[config.mk]
export PLATFORM = sky130hd
export DESIGN_NAME = vp_stream_select
export DESIGN_NICKNAME = d
export VERILOG_FILES = /design/src/rtl/vp_stream_select.sv
export SDC_FILE = /design/constraint.sdc
export NUM_CORES = 1
export LEC_CHECK = 0
export ABC_AREA = 0
export CAP_MARGIN = 20
export CORE_AREA = 2 2 183 185
export CTS_CLUSTER_DIAMETER = 200
export DETAILED_ROUTE_END_ITERATION = 6
export DIE_AREA = 0 0 185 187
export HOLD_SLACK_MARGIN = 0.05
export PLACE_DENSITY = 0.56
export SKIP_LAST_GASP = 1
export SLEW_MARGIN = 30
export SYNTH_ARGS = -nofsm -noshare
export SYNTH_HDL_FRONTEND = slang
export SYNTH_SLANG_ARGS = --single-unit
[constraint.sdc]
create_clock -name clk -period 6.3 [get_ports clk]
set_input_delay 1.26 -clock clk [delete_from_list [all_inputs] [get_ports clk]]
set_output_delay 1.26 -clock clk [all_outputs]
set_load 0.005 [all_outputs]
[src/rtl/vp_stream_select.sv]
// Switch-selected video stream multiplexer. Board switch input is
// synchronised and debounced; the active channel only changes at the
// active stream's v_sync rising edge, or after a timeout if that stream
// has no v_sync. Pixels are blanked for BLANK_FRAMES frames after a change.

// One input channel: masks its stream onto the shared OR-bus when selected,
// and exposes its v_sync when it is the requested (next) channel.
module vp_ss_lane #(
  parameter int PX_W  = 24,
  parameter int SEL_W = 4,
  parameter int LANE  = 0
) (
  input  logic [SEL_W-1:0] sel,
  input  logic [SEL_W-1:0] nsel,
  input  logic [PX_W-1:0]  pixel,
  input  logic             de,
  input  logic             h_sync,
  input  logic             v_sync,
  output logic [PX_W-1:0]  pixel_m,
  output logic             de_m,
  output logic             h_sync_m,
  output logic             v_sync_m,
  output logic             v_sync_n
);
  logic hit, nhit;

  assign hit      = (sel  == SEL_W'(LANE));
  assign nhit     = (nsel == SEL_W'(LANE));
  assign pixel_m  = hit ? pixel : '0;
  assign de_m     = hit & de;
  assign h_sync_m = hit & h_sync;
  assign v_sync_m = hit & v_sync;
  assign v_sync_n = nhit & v_sync;
endmodule

module vp_stream_select #(
  parameter int NUM_CH       = 16,
  parameter int SEL_W        = 4,
  parameter int PX_W         = 24,
  parameter int DEFAULT_SEL  = 0,
  parameter int DEBOUNCE_CYC = 1024,
  parameter int BLANK_FRAMES = 1,
  parameter int TIMEOUT_CYC  = 1 << 22
) (
  input  logic                   clk,
  input  logic                   rst,
  input  logic [NUM_CH*PX_W-1:0] pixel_in,
  input  logic [NUM_CH-1:0]      de_in,
  input  logic [NUM_CH-1:0]      h_sync_in,
  input  logic [NUM_CH-1:0]      v_sync_in,
  input  logic [SEL_W-1:0]       sw,
  output logic                   de_out,
  output logic                   h_sync_out,
  output logic                   v_sync_out,
  output logic [PX_W-1:0]        pixel_out,
  output logic [SEL_W-1:0]       active_sel,
  output logic                   pending,
  output logic                   blanking
);
  localparam int DB_W = $clog2(DEBOUNCE_CYC + 1);
  localparam int TO_W = (TIMEOUT_CYC > 1) ? $clog2(TIMEOUT_CYC) : 1;
  localparam int FR_W = (BLANK_FRAMES > 1) ? $clog2(BLANK_FRAMES) : 1;
  localparam logic [DB_W-1:0] DB_MAX  = DB_W'(DEBOUNCE_CYC);
  localparam logic [TO_W-1:0] TO_LAST = TO_W'(TIMEOUT_CYC - 1);
  localparam logic [FR_W-1:0] FR_LAST = FR_W'((BLANK_FRAMES > 0) ? BLANK_FRAMES - 1 : 0);

  typedef enum logic [1:0] {IDLE, WAIT_VS, BLANK} state_t;

  // switch sync / debounce
  logic [SEL_W-1:0] sw_meta, sw_sync, sw_cand, sw_stable;
  logic [DB_W-1:0]  db_cnt, db_cnt_d;
  logic             db_done, acc, in_range, req_ok, cancel;

  // control
  state_t           state_q, state_d;
  logic [SEL_W-1:0] req_sel, req_d, act_d;
  logic             pend_d, do_switch;
  logic [TO_W-1:0]  to_cnt, to_d;
  logic [FR_W-1:0]  fr_cnt, fr_d;
  logic             vs_prev, vs_cur, vs_new, vs_rise;

  // lane bus
  logic [NUM_CH-1:0][PX_W-1:0] lane_px;
  logic [NUM_CH-1:0]           lane_de, lane_hs, lane_vs, lane_vn;
  logic [PX_W-1:0]             mux_px;
  logic                        mux_de, mux_hs;

  for (genvar g = 0; g < NUM_CH; g++) begin : g_lane
    vp_ss_lane #(.PX_W(PX_W), .SEL_W(SEL_W), .LANE(g)) u_lane (
      .sel      (active_sel),
      .nsel     (req_sel),
      .pixel    (pixel_in[g*PX_W +: PX_W]),
      .de       (de_in[g]),
      .h_sync   (h_sync_in[g]),
      .v_sync   (v_sync_in[g]),
      .pixel_m  (lane_px[g]),
      .de_m     (lane_de[g]),
      .h_sync_m (lane_hs[g]),
      .v_sync_m (lane_vs[g]),
      .v_sync_n (lane_vn[g])
    );
  end

  // OR-reduce the one-hot masked lanes into the selected stream
  always_comb begin
    mux_px = '0;
    for (int i = 0; i < NUM_CH; i++) mux_px = mux_px | lane_px[i];
  end

  assign mux_de  = |lane_de;
  assign mux_hs  = |lane_hs;
  assign vs_cur  = |lane_vs;
  assign vs_new  = |lane_vn;
  assign vs_rise = vs_cur & ~vs_prev;

  // debounce: count consecutive equal samples, restart on any change
  always_comb begin
    db_cnt_d = db_cnt;
    db_done  = 1'b0;
    if (sw_sync != sw_cand) begin
      db_cnt_d = DB_W'(1);
      db_done  = (DEBOUNCE_CYC == 1);
    end else if (db_cnt < DB_MAX) begin
      db_cnt_d = db_cnt + DB_W'(1);
      db_done  = (db_cnt_d == DB_MAX);
    end
  end

  // a settled value that differs from the last accepted one is an accept event
  assign acc      = db_done && (sw_sync != sw_stable);
  assign in_range = acc && (int'(sw_sync) < NUM_CH);
  assign req_ok   = in_range && (sw_sync != active_sel);
  assign cancel   = in_range && (sw_sync == active_sel);

  // synchroniser, debounce and accepted-value registers
  always_ff @(posedge clk or posedge rst) begin
    if (rst) begin
      sw_meta   <= '0;
      sw_sync   <= '0;
      sw_cand   <= '0;
      db_cnt    <= '0;
      sw_stable <= SEL_W'(DEFAULT_SEL);
    end else begin
      sw_meta <= sw;
      sw_sync <= sw_meta;
      sw_cand <= sw_sync;
      db_cnt  <= db_cnt_d;
      if (acc) sw_stable <= sw_sync;
    end
  end

  // next-state: request latch, frame-boundary switch, timeout, blank count
  always_comb begin
    state_d   = state_q;
    req_d     = req_sel;
    pend_d    = pending;
    act_d     = active_sel;
    to_d      = '0;
    fr_d      = fr_cnt;
    do_switch = 1'b0;
    case (state_q)
      IDLE: begin
        if (req_ok) begin
          req_d   = sw_sync;
          pend_d  = 1'b1;
          state_d = WAIT_VS;
        end
      end
      WAIT_VS: begin
        to_d = to_cnt + TO_W'(1);
        if (vs_rise || to_cnt == TO_LAST) begin
          do_switch = 1'b1;
          act_d     = req_sel;
          pend_d    = 1'b0;
          to_d      = '0;
          fr_d      = '0;
          state_d   = (BLANK_FRAMES > 0) ? BLANK : IDLE;
          // a request landing on the switch cycle queues behind this switch
          if (in_range && sw_sync != req_sel) begin
            req_d  = sw_sync;
            pend_d = 1'b1;
            if (BLANK_FRAMES == 0) state_d = WAIT_VS;
          end
        end else if (req_ok) begin
          req_d = sw_sync;
        end else if (cancel) begin
          pend_d  = 1'b0;
          state_d = IDLE;
        end
      end
      BLANK: begin
        if (req_ok) begin
          req_d  = sw_sync;
          pend_d = 1'b1;
        end else if (cancel) begin
          pend_d = 1'b0;
        end
        if (vs_rise) begin
          if (fr_cnt == FR_LAST) begin
            fr_d    = '0;
            state_d = pend_d ? WAIT_VS : IDLE;
          end else begin
            fr_d = fr_cnt + FR_W'(1);
          end
        end
      end
      default: state_d = IDLE;
    endcase
  end

  // control registers; vs_prev tracks the new channel on the switch cycle
  always_ff @(posedge clk or posedge rst) begin
    if (rst) begin
      state_q    <= IDLE;
      req_sel    <= SEL_W'(DEFAULT_SEL);
      pending    <= 1'b0;
      active_sel <= SEL_W'(DEFAULT_SEL);
      to_cnt     <= '0;
      fr_cnt     <= '0;
      vs_prev    <= 1'b0;
    end else begin
      state_q    <= state_d;
      req_sel    <= req_d;
      pending    <= pend_d;
      active_sel <= act_d;
      to_cnt     <= to_d;
      fr_cnt     <= fr_d;
      vs_prev    <= do_switch ? vs_new : vs_cur;
    end
  end

  // registered output stage; pixel forced black while blanking
  always_ff @(posedge clk or posedge rst) begin
    if (rst) begin
      de_out     <= 1'b0;
      h_sync_out <= 1'b0;
      v_sync_out <= 1'b0;
      pixel_out  <= '0;
    end else begin
      de_out     <= mux_de;
      h_sync_out <= mux_hs;
      v_sync_out <= vs_cur;
      pixel_out  <= (state_q == BLANK) ? '0 : mux_px;
    end
  end

  assign blanking = (state_q == BLANK);

endmodule

=== Yosys cells after proc, flatten, opt, wreduce, memory -nomap -nowiden ===
Cells that the tools add are included.

* Flip-flop bits (word level): 89
* Output and inout port bits: 33

* Add/sub/neg operators: 3
* Order comparisons: 1
* Eq/ne operators: 46
* Muxes and demuxes: 50
* Bitwise operators: 81
* Reductions and logical operators: 22

{| class="wikitable"
|+ Operator list
! operator !! count
|-
| 24-bit two-way mux || 17
|-
| 24-bit bitwise OR || 15
|-
| 1-bit bitwise AND || 65
|-
| 4-bit equality test, second input constant || 16
|-
| 16-bit OR reduction || 4
|-
| 22-bit two-way mux || 2
|-
| 4-bit by 3-bit equality test with 1-bit output, second input constant || 8
|-
| 22-bit by 1-bit adder with 22-bit output, second input constant || 1
|-
| 22-bit equality test, second input constant || 1
|-
| 11-bit two-way mux || 2
|-
| 4-bit by 2-bit equality test with 1-bit output, second input constant || 4
|-
| 1-bit two-way mux || 16
|-
| 4-bit inequality test || 4
|-
| 2-bit two-way mux || 6
|-
| 4-bit two-way mux || 3
|-
| 11-bit by 1-bit adder with 11-bit output, second input constant || 1
|-
| 11-bit equality test, second input constant || 1
|-
| 11-bit less-than comparator, second input constant || 1
|-
| 3-bit inequality test, second input constant || 3
|-
| 4-bit by 1-bit equality test with 1-bit output, second input constant || 2
|-
| 4-bit zero test || 2
|-
| 4-bit case mux with 2 select lines || 1
|-
| 2-bit inequality test, second input constant || 3
|-
| 2-bit case mux with 3 select lines || 1
|-
| 17 further kinds || 24
|}

=== Depth between registers and ports, before layout ===
Gate-level depths: netlist of the first run.

* Word-level depth: 18
* Gate-level depth with buffers: 10
* Depth with buffers taken out: 8

=== Cells and area by module ===
A second synthesis of the first run with hierarchy kept.

* Cells, all modules: 945
* Area total of the unflattened synthesis: 8413.1 µm²

{| class="wikitable"
|+ Modules (own cells, without submodules)
! module !! times used !! cells an instance !! area each (µm²) !! seq. area each (µm²)
|-
| vp_stream_select || 1 || 425 || 4585.6 || 2202.1
|-
| vp_ss_lane (g_lane[10].u_lane ...) || 4 || 32 || 242.7 || 0.0
|-
| vp_ss_lane (g_lane[12].u_lane ...) || 3 || 32 || 240.2 || 0.0
|-
| vp_ss_lane (g_lane[4].u_lane ...) || 2 || 32 || 241.5 || 0.0
|-
| vp_ss_lane (g_lane[0].u_lane ...) || 2 || 32 || 237.7 || 0.0
|-
| vp_ss_lane (g_lane[13].u_lane ...) || 2 || 34 || 227.7 || 0.0
|-
| vp_ss_lane (g_lane[11].u_lane ...) || 2 || 33 || 225.2 || 0.0
|-
| vp_ss_lane (g_lane[15].u_lane) || 1 || 34 || 271.5 || 0.0
|}

=== Least setup slack after synthesis of the first run ===
Ideal clock, no wire load.

* Path kind: in2reg
* From: in v_sync_in[1]
* To: reg pending
* Data arrival time: 2929 ps
* Data required time: 6179 ps
* Slack: 3250 ps
* Stages: 8
* Path through: nand3b_1 o21ai_1 a2111oi_4 a31oi_2 or3_1 clkbuf_1 a221o_1 a22o_1

* Cells in the longest elaborated chain, start to end: 6

{| class="wikitable"
|+ RTL lines
! element !! RTL line !! RTL
|-
| from (decl) || 50 || <nowiki>input logic [NUM_CH-1:0] v_sync_in,</nowiki>
|-
| 1-bit bitwise AND * || 32 || <nowiki>assign v_sync_m = hit & v_sync;</nowiki>
|-
| 16-bit OR reduction * || 112 || <nowiki>assign vs_cur = |lane_vs;</nowiki>
|-
| 1-bit bitwise AND * || 114 || <nowiki>assign vs_rise = vs_cur & ~vs_prev;</nowiki>
|-
| 1-bit logical OR * || 171 || <nowiki>if (vs_rise || to_cnt == TO_LAST) begin</nowiki>
|-
| 3-bit inequality test (no line) or 1-bit two-way mux (tied branches) || -- ||
|-
| 3-bit AND reduction (no line) or 1-bit case mux with 3 select lines (tied branches) || -- ||
|-
| to (signal assigned) || 224 || <nowiki>pending <= pend_d;</nowiki>
|-
| to (decl) || 57 || <nowiki>output logic pending,</nowiki>
|}

Every way passes the cells marked *; elsewhere a longest branch is shown, timed or not.
A chain may end at the register's enable or synchronous reset.

=== Worst setup path after layout of the first run ===
Same ends and word-level chain as after synthesis.

==> results.sh, run 1 <==
export IMPL_clockRootBuffer="clkbuf_16"
export IMPL_drt_iter0_drc=504
export IMPL_netlist_area_sq_um=6270
export IMPL_critPathCaptureType="flip-flop"
export IMPL_pre_cts_slack_ns=2.25
export IMPL_rsz0062_at_grt="false"
export IMPL_port_buffers=470
export IMPL_cp_max_fo=23
export IMPL_setup_viol_count_final=0
export IMPL_postCtsResizedCells=0
export IMPL_avgSynthCellArea_sq_um=9.59
export IMPL_critical_path_max_stage_delay_ns=0.74
export IMPL_fill_cells=3370
export IMPL_synth_nets=1099
export IMPL_holdBufCountCts=0
export IMPL_numClockSinks=88
export IMPL_cts_buffers=9
export IMPL_cts_tree="yes"
export IMPL_yosysTopAreaCellShare=0.351
export IMPL_criticalPathCategory="in -> reg"
export IMPL_path_clk_slew_ns=0.08
export IMPL_cts_max_path_buffers=2
export IMPL_hp_start="sw_meta[0]"
export IMPL_grt_pass1_wl_microns=59900
export IMPL_clk_latency_ns=0.36
export IMPL_fp_dieH_microns=187
export IMPL_p_leak_uw=0.00430
export IMPL_period_share=0.585
export IMPL_routed_wl_microns=44100
export IMPL_synthArstFlopShare=1.00
export IMPL_core_area_sq_um=32900
export IMPL_gp_congestion=0.966
export IMPL_drive_above_1_share=0.0673
export IMPL_seq_area_frac_synth=0.351
export IMPL_max_slew_margin=0.313
export IMPL_synth_top_area_cell="dfrtp_1"
export IMPL_synth_area_leaders="dfrtp_1 35%, a22o_1 11%, a221oi_1 11%, a22oi_1 5.7%, xor2_1 3.6%"
export IMPL_post_cts_setup_buffers=0
export IMPL_critical_path_slowest_cell="or3_1"
export IMPL_final_setup_tns_ns=0
export IMPL_cp_data_required_time_ns=6.55
export IMPL_via_per_inst=5.15
export IMPL_antenna_left=0
export IMPL_final_max_slew_viol_count=0
export IMPL_holdCritPathClass="reg -> reg"
export IMPL_mostFrequentLayoutCell="clkdlybuf4s50_1"
export IMPL_hold_violations=0
export IMPL_fmax_ghz=0.271
export IMPL_rows=67
export IMPL_multiInputGateArea_sq_um=3900
export IMPL_r2r_start="active_sel[2]"
export IMPL_dr_pass1_iters=7
export IMPL_setup_ws_ns=2.61
export IMPL_max_cap_viol_count=0
export IMPL_area_delta_synth_final_pct=89.9
export IMPL_post_route_min_period_ns=3.69
export IMPL_status="finished, final reports clean"
export IMPL_synthCells=654
export IMPL_regArea_sq_um=2200
export IMPL_synth_ff_type="dfrtp_1"
export IMPL_grt_antenna_before_repair=9
export IMPL_synth_distinct_cells=51
export IMPL_crit_chain="clkdlybuf4s50_1 -> nand3b_1 -> o21ai_1 -> a2111oi_4 -> a31oi_2 -> or3_1 -> a221o_1 -> a22o_1"
export IMPL_cp_startpoint="v_sync_in[1]"
export IMPL_synth_edff_count=0
export IMPL_p_per_area_nw_per_um2=298
export IMPL_crit_arrival_ns=3.93
export IMPL_fin_nets=1540
export IMPL_tightest_slew_ns=1.03
export IMPL_first_global_vias=8311
export IMPL_routedWlPerCell_microns=28.4
export IMPL_synth_seq_cells=88
export IMPL_ir_drop_mv=0.181
export IMPL_hpwl_microns=34400
export IMPL_final_cell_mix="470 x clkdlybuf4s50_1, 88 x dfrtp_1, 81 x a22o_1, 80 x a221oi_1, 48 x a22oi_1"
export IMPL_grt_usage=0.246
export IMPL_finClkSkew_ns=0.0175
export IMPL_fp_dieArea_sq_um=34600
export IMPL_die_w_microns=185
export IMPL_overflow=0
export IMPL_drc=0
export IMPL_ios=471
export IMPL_htreeDepth=3
export IMPL_yosysWarnings=0
export IMPL_grt_max_degree=48
export IMPL_start_util=0.191
export IMPL_via_count=8014
export IMPL_worstSetupStartpointType="primary input"
where the power goes:
part	leakage [uW]	total (uW)	internal [uW]	switching [uW]
sequential	0.00112	895	711	185
combinational	0.00303	2070	1020	1050
clock	0.000150	588	286	302
per-stage QoR:
step	util	instance area [sq um]	hold WS (ns)	power, uW	std cells
finish	0.362	11900	0.354	3550	1555
global route	0.362	11900	0.372	3750	1553
CTS	0.361	11900	0.354	3570	1547
floorplan	-	6270	0.331	1860	654
detailed placement	0.352	11600	0.335	2960	1531
global placement	0.351	11500	0.332	2940	1530
sequential cells by signal, indices dropped and copies added (netlist names):
register    flops
sw_meta         4
state_q         2
active_sel      4
sw_cand         4
v_sync_out      1
req_sel         4
vs_prev         1
h_sync_out      1
pixel_out      24
to_cnt         22
pending         1
db_cnt         11
de_out          1
sw_stable       4
sw_sync         4
layout make-up:
type	instances	area share
clock buffers	9	0.0189
inverters	12	0.00399
repair buffers	487	0.409
multi-input cells	497	0.328
well taps	448	0.0471
clock inverters	7	0.00683
flip-flops and latches	88	0.185
diodes	7	0.00147
kinds of logic (layout without fill, tap and decap cells):
logic type               count (synthesis)  after routing  share of synthesized area
other                                    0              7                          0
XOR/XNOR                                44             44                     0.0615
AND/OR/NAND/NOR                        162            162                      0.140
buffers and inverters                   69            515                     0.0445
AO/OA/AOI/OAI                          263            263                      0.343
adder cells (fa/ha/maj)                  7              7                     0.0140
flip-flops                              88             88                      0.351
multiplexers                            21             21                     0.0461
critical path: cells and delay by family:
kind	cells	cell delay, ns
AND/OR/NAND/NOR	2	0.83
AO/OA/AOI/OAI	5	1.39
buffers and inverters	1	0.43
routing by layer:
layer  track usage  wire, microns  vias up
li1              -              -     3548
met1         0.311          18100     3924
met2         0.400          20400      472
met3        0.0672           4270       66
met4        0.0864           1280        4
met5             0             29        -
final timing paths:
kind	endpoint	cells after the start	slack, ns
max in group asynchronous	pixel_out[5]	3	3.85
min in group asynchronous	db_cnt[0]	2	1.36
worst max-delay path	pending	8	2.61
worst min register to register	sw_sync[0]	0	0.35
worst max register to register	pending	7	2.74
worst min-delay path	sw_sync[0]	0	0.35
synthesized netlist by cell type, types with 15 or more instances:
cell type / count
and3_1: 31
xor2_1: 26
dfrtp_1: 88
buf_2: 16
nand2_1: 15
clkbuf_1: 41
a221oi_1: 80
a31oi_1: 26
nor2_1: 49
xnor2_1: 18
a22oi_1: 48
a22o_1: 81
No activity file was read; power rests on OpenSTA's default activity.
==> run 2, diff against run 1 <==
==> constraint.sdc (replaced) <==
create_clock -name clk -period 3.4 [get_ports clk]
set_input_delay 0.68 -clock clk [delete_from_list [all_inputs] [get_ports clk]]
set_output_delay 0.68 -clock clk [all_outputs]
set_load 0.005 [all_outputs]
==> results.sh, run 2 (synthesized netlist as in run 1, its figures left out) <==
export IMPL_grt_pass1_wl_microns=62100
export IMPL_drc=0
export IMPL_die_w_microns=185
export IMPL_core_area_sq_um=32900
export IMPL_cp_top_family="compound AO/OA/AOI/OAI gates"
export IMPL_rows=67
export IMPL_numClockSinks=88
export IMPL_overflow=0
export IMPL_via_count=8251
export IMPL_ir_drop_mv=0.279
export IMPL_largest_reg_flops=24
export IMPL_p_leak_uw=0.00444
export IMPL_rsz0062_at_grt="false"
export IMPL_tightest_slew_ns=0.752
export IMPL_finClkSkew_ns=0.0140
export IMPL_critical_path_slowest_cell="dfrtp_1"
export IMPL_routed_wl_microns=45200
export IMPL_mostFrequentLayoutCell="clkdlybuf4s50_1"
export IMPL_cp_data_required_time_ns=3.64
export IMPL_routedWlPerCell_microns=28.5
export IMPL_fin_nets=1569
export IMPL_final_setup_tns_ns=0
export IMPL_largestRegisters="pixel_out (24), to_cnt (22), db_cnt (11)"
export IMPL_whs_ns=0.353
export IMPL_criticalPathCategory="reg -> reg"
export IMPL_post_cts_setup_buffers=0
export IMPL_final_cell_mix="470 x clkdlybuf4s50_1, 88 x dfrtp_1, 81 x a22o_1, 80 x a221oi_1, 48 x a22oi_1"
export IMPL_grt_max_degree=46
export IMPL_dr_pass1_iters=5
export IMPL_post_route_min_period_ns=2.83
export IMPL_postCtsResizedCells=0
export IMPL_setup_ws_ns=0.571
export IMPL_fp_dieH_microns=187
export IMPL_holdBufCountCts=0
export IMPL_ios=471
export IMPL_grt_antenna_before_repair=12
export IMPL_drive_above_1_share=0.0912
export IMPL_first_global_vias=8564
export IMPL_cts_max_path_buffers=2
export IMPL_gp_congestion=0.975
export IMPL_p_per_area_nw_per_um2=558
export IMPL_hpwl_microns=35700
export IMPL_status="finished, final reports clean"
export IMPL_grt_usage=0.253
export IMPL_fin_util=0.370
export IMPL_crit_arrival_ns=3.07
export IMPL_period_share=0.832
export IMPL_crit_buf_inv=1
export IMPL_start_util=0.191
export IMPL_critical_path_max_stage_delay_ns=0.72
export IMPL_pre_cts_slack_ns=0.245
export IMPL_clockRootBuffer="clkbuf_16"
export IMPL_antenna_left=0
export IMPL_regMostFlops="pixel_out"
export IMPL_hold_violations=0
export IMPL_clk_latency_ns=0.35
export IMPL_final_max_slew_viol_count=0
export IMPL_drt_iter0_drc=533
export IMPL_setup_viol_count_final=0
export IMPL_port_buffers=470
export IMPL_cts_tree="yes"
export IMPL_crit_chain="inv_1 -> o32ai_1 -> a2111oi_4 -> a31oi_2 -> o221ai_1 -> a21oi_1 -> mux2_2"
export IMPL_max_cap_viol_count=0
export IMPL_max_slew_margin=0.499
export IMPL_cts_buffers=9
export IMPL_fmax_ghz=0.354
export IMPL_worstSetupStartpointType="flip-flop"
export IMPL_fp_dieArea_sq_um=34600
export IMPL_area_delta_synth_final_pct=93.8
export IMPL_path_clk_slew_ns=0.09
export IMPL_via_per_inst=5.21
export IMPL_critPathCaptureType="flip-flop"
export IMPL_holdCritPathClass="reg -> reg"
export IMPL_htreeDepth=3
export IMPL_cp_max_fo=16
-- run 2: cell types whose count changed in the layout (fill, tap and decap cells not counted), moves of 2 or more --
cell | before | now
buf_12 | 0 | 6
buf_4 | 15 | 40
inv_6 | 3 | 0
buf_16 | 2 | 0
clkinvlp_4 | 0 | 2
-- run 2: routing by layer --
| metal | GRT usage | routed length, microns |
|---|---|---|
| met2 | 0.417 | 21100 |
| met5 | 0 | 52 |
| met1 | 0.324 | 19000 |
| met4 | 0.0748 | 1100 |
| met3 | 0.0631 | 3960 |
-- run 2: area by class of cell --
class / count / area (sq um)
antenna: 7 / 17.5
clock buffer: 9 / 225
clock inverter: 7 / 73.8
fill: 3372 / 20700
inverter: 12 / 47.5
multi-input combinational: 497 / 3900
sequential: 88 / 2200
tap: 448 / 561
timing repair buffer: 516 / 5120
-- run 2: report_power, final --
part	switching [uW]	internal (uW)	leakage, uW
Sequential	293	1320	0.00112
Clock	556	522	0.000140
Combinational	2070	2030	0.00318
-- run 2: stage by stage --
step           power, uW  std cells  cell area [sq um]
2_1_floorplan       3450        654               6270
3_3_place_gp        5680       1561              11800
3_5_place_dp        5700       1561              11800
4_1_cts             6820       1577              12100
5_1_grt             7160       1583              12200
6_report            6780       1584              12200
-- run 2: worst register-to-register path, stage by stage (launching register included) --
cell       delay, ns
dfrtp_1         0.72
inv_1           0.20
o32ai_1         0.50
a2111oi_4       0.07
a31oi_2         0.32
o221ai_1        0.17
a21oi_1         0.35
mux2_2          0.38
-- run 2: path summary, 6_finish.rpt --
check	startpoint	end	slack, ns	cells after the start
min in group asynchronous	rst	pending	0.82	2
worst max-delay path	active_sel[0]	req_sel[2]	0.57	7
max in group asynchronous	rst	sw_stable[1]	1.89	3
worst min register to register	sw_meta[0]	sw_sync[0]	0.35	0
worst max register to register	active_sel[0]	req_sel[2]	0.57	7
worst min-delay path	sw_meta[0]	sw_sync[0]	0.35	0
